<file path="config.mk">
export PLATFORM = sky130hd
export DESIGN_NAME = fetch_stage
export DESIGN_NICKNAME = d
export VERILOG_FILES = /design/src/rtl/fetch_stage.sv
export SDC_FILE = /design/constraint.sdc
export NUM_CORES = 1
export LEC_CHECK = 0
export ABC_AREA = 1
export BUFFER_PORTS_ARGS = -buffer_cell sky130_fd_sc_hd__buf_2
export CAP_MARGIN = 10
export CORE_ASPECT_RATIO = 0.8
export CORE_MARGIN = 5
export CORE_UTILIZATION = 42
export DETAILED_ROUTE_END_ITERATION = 8
export PLACE_DENSITY_LB_ADDON = 0.25
export REMOVE_ABC_BUFFERS = 1
export SLEW_MARGIN = 20
export SYNTH_ARGS = -nofsm -noshare
export SYNTH_HDL_FRONTEND = slang
export SYNTH_SLANG_ARGS = --single-unit
</file>
<file path="constraint.sdc">
create_clock -name clk -period 1.45 [get_ports clk]
set_input_delay 0.0725 -clock clk [delete_from_list [all_inputs] [get_ports clk]]
set_output_delay 0.0725 -clock clk [all_outputs]
set_load 0.1 [all_outputs]
</file>
<file path="src/rtl/fetch_stage.sv">
// Instruction-fetch stage: PC register, redirect/stall
// selection and the IF/ID pipeline register.
module fetch_stage #(
  parameter logic [31:0] RESET_PC  = 32'h0000_0000,
  parameter logic [31:0] NOP_INSTR = 32'h0000_0000
) (
  input  logic        clk,
  input  logic        rst_n,
  input  logic        stall,
  input  logic        branch_taken,
  input  logic [31:0] branch_target,
  input  logic        jump,
  input  logic [31:0] jump_target,
  input  logic [31:0] instr_in,
  output logic [31:0] pc,
  output logic [31:0] ifid_instr,
  output logic [31:0] ifid_pc_plus4,
  output logic        ifid_valid,
  output logic        misalign_err
);

  logic [31:0] r_pc;
  logic [31:0] r_instr;
  logic [31:0] r_pc4;
  logic        r_valid;
  logic        r_mis;

  logic [31:0] w_pc_plus4;
  logic        w_redirect;
  logic [31:0] w_target;

  assign w_pc_plus4 = r_pc + 32'd4;
  assign w_redirect = branch_taken | jump;

  // Branch comes from the older instruction in EX, so it wins.
  assign w_target = branch_taken ? branch_target
                                 : jump_target;

  always_ff @(posedge clk or negedge rst_n) begin
    if (!rst_n) begin
      r_pc    <= RESET_PC;
      r_instr <= NOP_INSTR;
      r_pc4   <= 32'd0;
      r_valid <= 1'b0;
      r_mis   <= 1'b0;
    end else if (w_redirect) begin
      r_pc    <= {w_target[31:2], 2'b00};
      r_instr <= NOP_INSTR;
      r_pc4   <= 32'd0;
      r_valid <= 1'b0;
      r_mis   <= |w_target[1:0];
    end else if (stall) begin
      r_mis   <= 1'b0;
    end else begin
      r_pc    <= w_pc_plus4;
      r_instr <= instr_in;
      r_pc4   <= w_pc_plus4;
      r_valid <= 1'b1;
      r_mis   <= 1'b0;
    end
  end

  assign pc            = r_pc;
  assign ifid_instr    = r_instr;
  assign ifid_pc_plus4 = r_pc4;
  assign ifid_valid    = r_valid;
  assign misalign_err  = r_mis;

endmodule

</file>
### Yosys cells after proc, flatten, opt, wreduce, memory -nomap -nowiden

Cells that the tools add are included.

* register bits after elaboration: 98
* output and inout bits: 98
* word-level logic and storage cells: 18
* input port bits: 101

* multiplexer cells: 9
* $add $sub $neg: 1
* reductions and logical operators: 1
* bitwise logic cells: 1
* equality and inequality tests: 1

Operators by type and width (count)
* two-way mux 32 bit: 6
* adder 32 x 3 -> 32 bit (second input constant): 1
* two-way mux 1 bit: 3
* inequality test 2 x 1 -> 1 bit (second input constant): 1
* OR reduction 2 bit: 1
* OR 1 bit: 1

### Logic depth before layout (Yosys ltp)

Gate-level depths: netlist of the first run.

* depth after elaboration: 3
* depth in mapped cells: 9
* mapped depth without buffers: 9

### Worst setup path after synthesis of the first run

OpenSTA, ideal clock, no wires.

* path kind: register to register
* start: register r_pc[3] (netlist: pc[3])
* end: register r_pc[26] (netlist: pc[26])
* period minus slack after synthesis: 2179 ps
* slack: -729 ps
* cell stages (with the launch flop): 9
* path buffers: 0
* arrival time: 2050 ps
* library setup time: 129 ps
* data required time: 1321 ps
* cells stage by stage: dfrtp_1 > ha_1 > nand2_1 > nor2_4 > nand2_4 > nor2_4 > nand3_1 > nand3_1 > a21oi_1

* word-level cells in the longest chain between the ends: 3

RTL lines
* from (decl): line 22 `logic [31:0] r_pc;`
* from (signal assigned): line 47 `r_pc <= {w_target[31:2], 2'b00};`
* from (signal assigned): line 55 `r_pc <= w_pc_plus4;`
* adder 32 x 3 -> 32 bit: line 32 `assign w_pc_plus4 = r_pc + 32'd4;`
* two-way mux 32 bit: line 52 `end else if (stall) begin`
* two-way mux 32 bit: line 46 `end else if (w_redirect) begin`

No other way between the ends. The select of a mux whose other input is x is not followed.
A chain may end at the register's enable or synchronous reset.

### Worst setup path after layout of the first run

* start: register r_pc[3] (netlist: pc[3])
* end: register r_pc[31] (netlist: pc[31])

Same word-level chain as after synthesis.

==> qor.txt, run 1 <==
status: complete, but fails checks
failing checks: hold timing, setup timing
Vias: 5015
final std cells w/o fill: 975
min-delay src: jump_target[10]
Worst-path clk slew: 70 ps
H-tree level count: 3
combinational family with the most area after synthesis: simple AND/OR/NAND/NOR gates
Crit-path slowest cell: dfrtp_1
commonest non-fill, non-tap cells in the layout: 194 x buf_2, 128 x nand2_1, 95 x dfrtp_1
synthesis-stage register bit count: 95
mux cell area share after synthesis: 0%
critical path, cell by cell: nand2_1 > nor2_4 > nand2_4 > nor2_4 > buf_6 > nand3b_1 > nand2_1 > nand2_1 > nand3_1
Layout area overhead: 50.3%
slew at the pin closest to its max-slew limit: 513 ps
die width: 129 um
RSZ-0062 raised after global routing: yes
Worst Path Arrival: 1840 ps
DRC violations left: 0
startpoint types: flip-flop
Slew Viols, Final: 0
worst min-delay path class: input port to flip-flop
part of the Yosys area used for sequential elements: 50.4%
synthesized-area fraction occupied by and/or/nand/nor cells: 23.7%
CTS Buf Count: 9
clk root buf: clkbuf_16
Yosys warning count: 0
post-DR vias/cell: 5.14
CORE AREA: 0.0109 mm2
Pwr Density: 1160 mW/mm2
setup violators final: 37
complex-gate fraction of the synthesized area: 18.8%
largest net degree at the start of global routing: 44
R2R Path Start: pc[3]
synthesized area: 0.00472 mm2
cell family with most CP delay: simple AND/OR/NAND/NOR gates
DRT Pass-1 Iters: 5
slowest stage delay, CP: 410 ps
placed insts: 907
Final Skew: 5.70 ps
crit share post-route: 108%
final WL: 15900 um
Worst Setup SP: pc[3]
Max Clk Rate: 639 MHz
Max Buffers Root-to-Sink: 2
Critical path buffers and inverters: 1
Netlist cell types: 31
Sink Count: 95
DR iter-0 viols: 288
CTS tree: built
setup TNS: -1780 ps
die height: 105 um
kind of critical path: flip-flop to flip-flop
Worst Hold Margin: -1.34 ps
HPWL Detailed: 11600 um
Final GP Congestion: 0.908
share of cells above drive strength 1: 38.6%
# fillers: 943
post-route ant nets: 0
gr ovfl total: 0
post-synthesis cell count: 549
WL/cell: 16.3 um
total power: 8.22 mW
initial antenna violation count: 0
EDFF count, synth: 0
ANT cells: 0
Max transition margin: 66.0%
Die Footprint: 0.0135 mm2
commonest non-fill, non-tap cell in the layout: buf_2
Max Cap Violations: 0
CP Data Required Time: 1730 ps
Pleak: 3.67 nW
worst vdd ir: 0.000557 V
Final WS setup: -116 ps
commonest register cell after synthesis: dfrtp_1
clk_lat worst skew: 340 ps
fin crit period: 1570 ps
Async SR Flop Fraction: 100%
Initial Util: 43.2%
PortBufs: 196
row count: 34
Final Hold Fails: 1
xor/xnor share of the synthesized area: 0.371%
first-pass GRT wire length: 25600 um
Avg Cell Area, Syn: 8.59 um2
crit path max fanout: 6
IO Pins: 199
Synth Area in Adders: 0.265%
vias in the first global route: 5035
endpoint class of the critical path: flip-flop
Nets: 928
overall routing resource usage: 23.6%
CP dominant cell by count: nand2_1
-- cell usage after synthesis (all sizes together), types with 2 or more instances --
master / number / share of area, %
nand2: 135 / 11
dfrtp: 95 / 50
nor2: 71 / 7.7
o21ai: 40 / 4.2
inv: 39 / 3.2
nand3: 36 / 3.8
a22o: 33 / 6.1
a21oi: 25 / 2.7
buf: 21 / 2.5
a221oi: 15 / 2.8
a22oi: 11 / 1.8
clkbuf: 9 / 0.74
a31oi: 8 / 1.1
and2: 2 / 0.27
nand3b: 2 / 0.32
xor2: 2 / 0.37
-- timing repair --
action / 4_1_cts / 5_1_grt
gates resized for setup: 16 / 23
endpoints found under the hold margin: 89 / 0
setup buffers: 6 / 7
hold buffers: 39 / 0
pin swaps: 13 / 21
setup endpoints to repair: 42 / 47
-- power by group --
part / total, mW / switching, mW / internal [mW]
clock: 2.57 / 1.04 / 1.53
combinational: 2.69 / 2.00 / 0.688
sequential: 2.97 / 0.150 / 2.82
-- state kept, by name (all words and copies together), names as in the netlist --
name	flops
ifid_pc_plus4	31
misalign_err	1
pc	30
ifid_instr	32
ifid_valid	1
-- routing by layer --
| layer | wire, um | up-vias | track usage [%] |
|---|---|---|---|
| li1 | - | 2418 | - |
| met1 | 7000 | 2409 | 32.2 |
| met2 | 7650 | 170 | 38.5 |
| met3 | 992 | 18 | 4.54 |
| met4 | 257 | 0 | 6.37 |
| met5 | 0 | - | 0 |
-- stage by stage --
| stage | cell area [um2] | worst slack (ps) | util (%) |
|---|---|---|---|
| after floorplan | 4570 | -729 | - |
| after global placement | 6160 | -69.5 | 56.4 |
| after detailed placement | 6160 | -151 | 56.4 |
| after CTS | 6960 | -73.6 | 63.7 |
| after global routing | 7090 | -207 | 64.9 |
| final | 7090 | -116 | 64.9 |
-- worst min-delay path, cell delays in order --
cell     delay (ps)
buf_2            90
nand2_1          60
a31oi_1          80
-- cell families after synthesis --
family,after synthesis
adder cells (fa/ha/maj),1
buffers and inverters,69
other,1
AO/OA/AOI/OAI,133
AND/OR/NAND/NOR,248
flip-flops,95
XOR/XNOR,2
-- area by class of cell --
| class | instances | area, um2 | share of cell area, % |
|---|---|---|---|
| clock buffer | 10 | 229 | 3.23 |
| clock inverter | 6 | 92.6 | 1.31 |
| inverter | 39 | 149 | 2.10 |
| multi-input combinational | 386 | 2160 | 30.4 |
| sequential | 95 | 2380 | 33.5 |
| tap | 144 | 180 | 2.54 |
| timing repair buffer | 295 | 1910 | 26.9 |
-- final timing paths --
path                                     end  cells after the start  slack [ps]
setup / recovery                      pc[31]                      9        -120
max in group asynchronous  ifid_pc_plus4[25]                      3         760
min in group asynchronous   ifid_pc_plus4[8]                      2         170
hold reg to reg            ifid_pc_plus4[26]                      2         480
setup reg to reg                      pc[31]                      9        -120
hold / removal                        pc[10]                      3          -1
No activity file was read; power rests on OpenSTA's default activity.
==> run 2, diff against run 1 <==
--- a/config.mk
+++ b/config.mk
@@ -12,7 +12,7 @@
 export CORE_MARGIN = 5
 export CORE_UTILIZATION = 42
 export DETAILED_ROUTE_END_ITERATION = 8
-export PLACE_DENSITY_LB_ADDON = 0.25
+export PLACE_DENSITY = 0.74
 export REMOVE_ABC_BUFFERS = 1
 export SLEW_MARGIN = 20
 export SYNTH_ARGS = -nofsm -noshare
==> run 2 against run 1 <==
Against the previous run:
- the run ends with setup timing left
- hold slack improved by 40 ps
- utilization fell by 0.27 points
- design area fell by 0.42%
- sequential power barely moved
- largest power group unchanged
- via count fell by 0.24%
- combinational power barely moved
- register-to-register slack barely moved
- global-route usage fell by 0.12 points
- clock skew fell by 0.58 ps
==> qor.txt, run 2 (synthesis results as in run 1) <==
status: complete, but fails checks (unchanged)
failing checks: setup timing (was hold timing, setup timing)
RR Endpoint: ifid_pc_plus4[24] (was pc[31])
final WL: 16000 um (was 15900 um)
setup violators final: 35 (was 37)
crit path max fanout: 4 (was 6)
endpoint class of the critical path: flip-flop (unchanged)
Final WS setup: -114 ps (was -116 ps)
r2r worst-path depth: 9 (unchanged)
R2R Setup Slk: -110 ps (was -120 ps)
H-tree level count: 3 (unchanged)
Max Clk Rate: 639 MHz (about the same)
die width: 129 um (unchanged)
initial antenna violation count: 0 (unchanged)
Nets: 924 (was 928)
Max Cap Violations: 0 (unchanged)
Worst-path clk slew: 60 ps (was 70 ps)
DR iter-0 viols: 401 (was 288)
clk root buf: clkbuf_16 (unchanged)
slowest stage delay, CP: 390 ps (was 410 ps)
Vias: 5003 (was 5015)
Worst Hold Margin: 38.9 ps (was -1.34 ps)
Layout area overhead: 49.6% (was 50.3%)
fin crit period: 1560 ps (was 1570 ps)
RSZ-0062 raised after global routing: yes (unchanged)
CTS tree: built (unchanged)
Max Buffers Root-to-Sink: 2 (unchanged)
post-route ant nets: 0 (unchanged)
worst min-delay path class: input port to flip-flop (unchanged)
Slew Viols, Final: 0 (unchanged)
Worst Path Arrival: 1830 ps (was 1840 ps)
largest net degree at the start of global routing: 96 (was 44)
crit share post-route: 108% (about the same)
kind of critical path: flip-flop to flip-flop (unchanged)
Pleak: 3.65 nW (was 3.67 nW)
overall routing resource usage: 23.5% (was 23.6%)
share of cells above drive strength 1: 39.0% (was 38.6%)
WL/cell: 16.5 um (was 16.3 um)
CP Data Required Time: 1710 ps (was 1730 ps)
die height: 105 um (unchanged)
commonest non-fill, non-tap cell in the layout: buf_2 (unchanged)
commonest non-fill, non-tap cells in the layout: 192 x buf_2, 125 x nand2_1, 91 x dfrtp_1 (was 194 x buf_2, 128 x nand2_1, 95 x dfrtp_1)
Initial Util: 43.2% (unchanged)
critical path, cell by cell: ha_2 > nand2_4 > nor2_4 > nand2_2 > nor2_4 > nand2_1 > nand2_1 > nand3_1 > o21ai_1 (was nand2_1 > nor2_4 > nand2_4 > nor2_4 > buf_6 > nand3b_1 > nand2_1 > nand2_1 > nand3_1)
CTS Buf Count: 9 (unchanged)
Max transition margin: 65.7% (was 66.0%)
DRC violations left: 0 (unchanged)
R2R Path Start: pc[3] (unchanged)
PortBufs: 196 (unchanged)
slew at the pin closest to its max-slew limit: 514 ps (was 513 ps)
vias in the first global route: 4989 (was 5035)
post-route cell area: 0.00706 mm2 (was 0.00709 mm2)
total power: 8.01 mW (was 8.22 mW)
CORE AREA: 0.0109 mm2 (unchanged)
IO Pins: 199 (unchanged)
ANT cells: 0 (unchanged)
DRT Pass-1 Iters: 5 (unchanged)
max reg flops: 32 (unchanged)
gr ovfl total: 0 (unchanged)
Final GP Congestion: 0.908 (about the same)
row count: 34 (unchanged)
Final Skew: 5.12 ps (was 5.70 ps)
Final Hold Fails: 0 (was 1)
clk_lat worst skew: 340 ps (about the same)
cell area after placement: 0.00613 mm2 (was 0.00616 mm2)
HPWL Detailed: 11500 um (was 11600 um)
Sink Count: 95 (unchanged)
Pwr Density: 1130 mW/mm2 (was 1160 mW/mm2)
first-pass GRT wire length: 25400 um (was 25600 um)
Die Footprint: 0.0135 mm2 (unchanged)
startpoint types: flip-flop (unchanged)
min-delay src: jump_target[2] (was jump_target[10])
setup TNS: -1780 ps (about the same)
Crit-path slowest cell: dfrtp_1 (unchanged)
post-DR vias/cell: 5.16 (was 5.14)
worst vdd ir: 0.000629 V (was 0.000557 V)
WHS Endpoint: pc[2] (was pc[10])
WHS Path Cells: 3 (unchanged)
Finished Core Util: 64.6% (was 64.9%)
[run 2: cell count changes in the layout (fill, tap and decap cells not counted), sizes merged]
cell,change
buf,-8
clkinv,+1
clkinvlp,-1
dlygate4sd3,+1
inv,-2
clkbuf,+5
bufinv,-1
[run 2: where the power goes]
group | internal [mW] | switching [mW]
Combinational | 0.683 | 2.01
Clock | 1.38 | 0.962
Sequential | 2.82 | 0.157
Total | 4.88 | 3.13
[run 2: area by class of cell]
type                            instances  area [um2]
Clock buffer                           12         246
Inverter                               39         149
Clock inverter                          3        43.8
Timing Repair Buffer                  291        1880
Sequential cell                        95        2380
Fill cell                             922        3870
Multi-Input combinational cell        386        2180
Tap cell                              144         180
[run 2: stage by stage]
stage               instances  setup WS (ps)
finish                    970           -114
global route              970           -191
CTS                       966          -99.1
detailed placement        905           -122
global placement          905          -20.7
floorplan                 520           -729
[run 2: worst max-delay path by stage]
stage          slack, ps                 to  start  cells past startpoint
6_report            -110  ifid_pc_plus4[24]  pc[3]                      9
4_1_cts             -100             pc[28]  pc[3]                      9
3_5_place_dp        -120             pc[24]  pc[2]                      9
5_1_grt             -190  ifid_pc_plus4[24]  pc[3]                      9
3_3_place_gp         -20             pc[24]  pc[2]                      9
2_1_floorplan       -730             pc[26]  pc[3]                      8
[run 2: repair_timing]
item	CTS	global route
setup endpoints to repair	35	54
hold buffers	40	0
gates resized for setup	15	39
pin swaps	18	16
endpoints found under the hold margin	132	0
setup buffers	6	4
[run 2: critical path: cells and delay by family (launching register included)]
kind            cells  cell delay [ps]
simple gates        7              690
flops               1              390
compound gates      1              170
fa+ha+maj           1              230
[run 2: per-layer routing]
layer / track usage, % / vias to the layer above / share of wire (%) / routed length, um
li1: - / 2406 / - / -
met1: 30.8 / 2400 / 41 / 6620
met2: 39.6 / 171 / 50 / 7970
met3: 5.05 / 26 / 6.6 / 1060
met4: 6.00 / 0 / 2.3 / 363
met5: 0 / - / 0 / 0
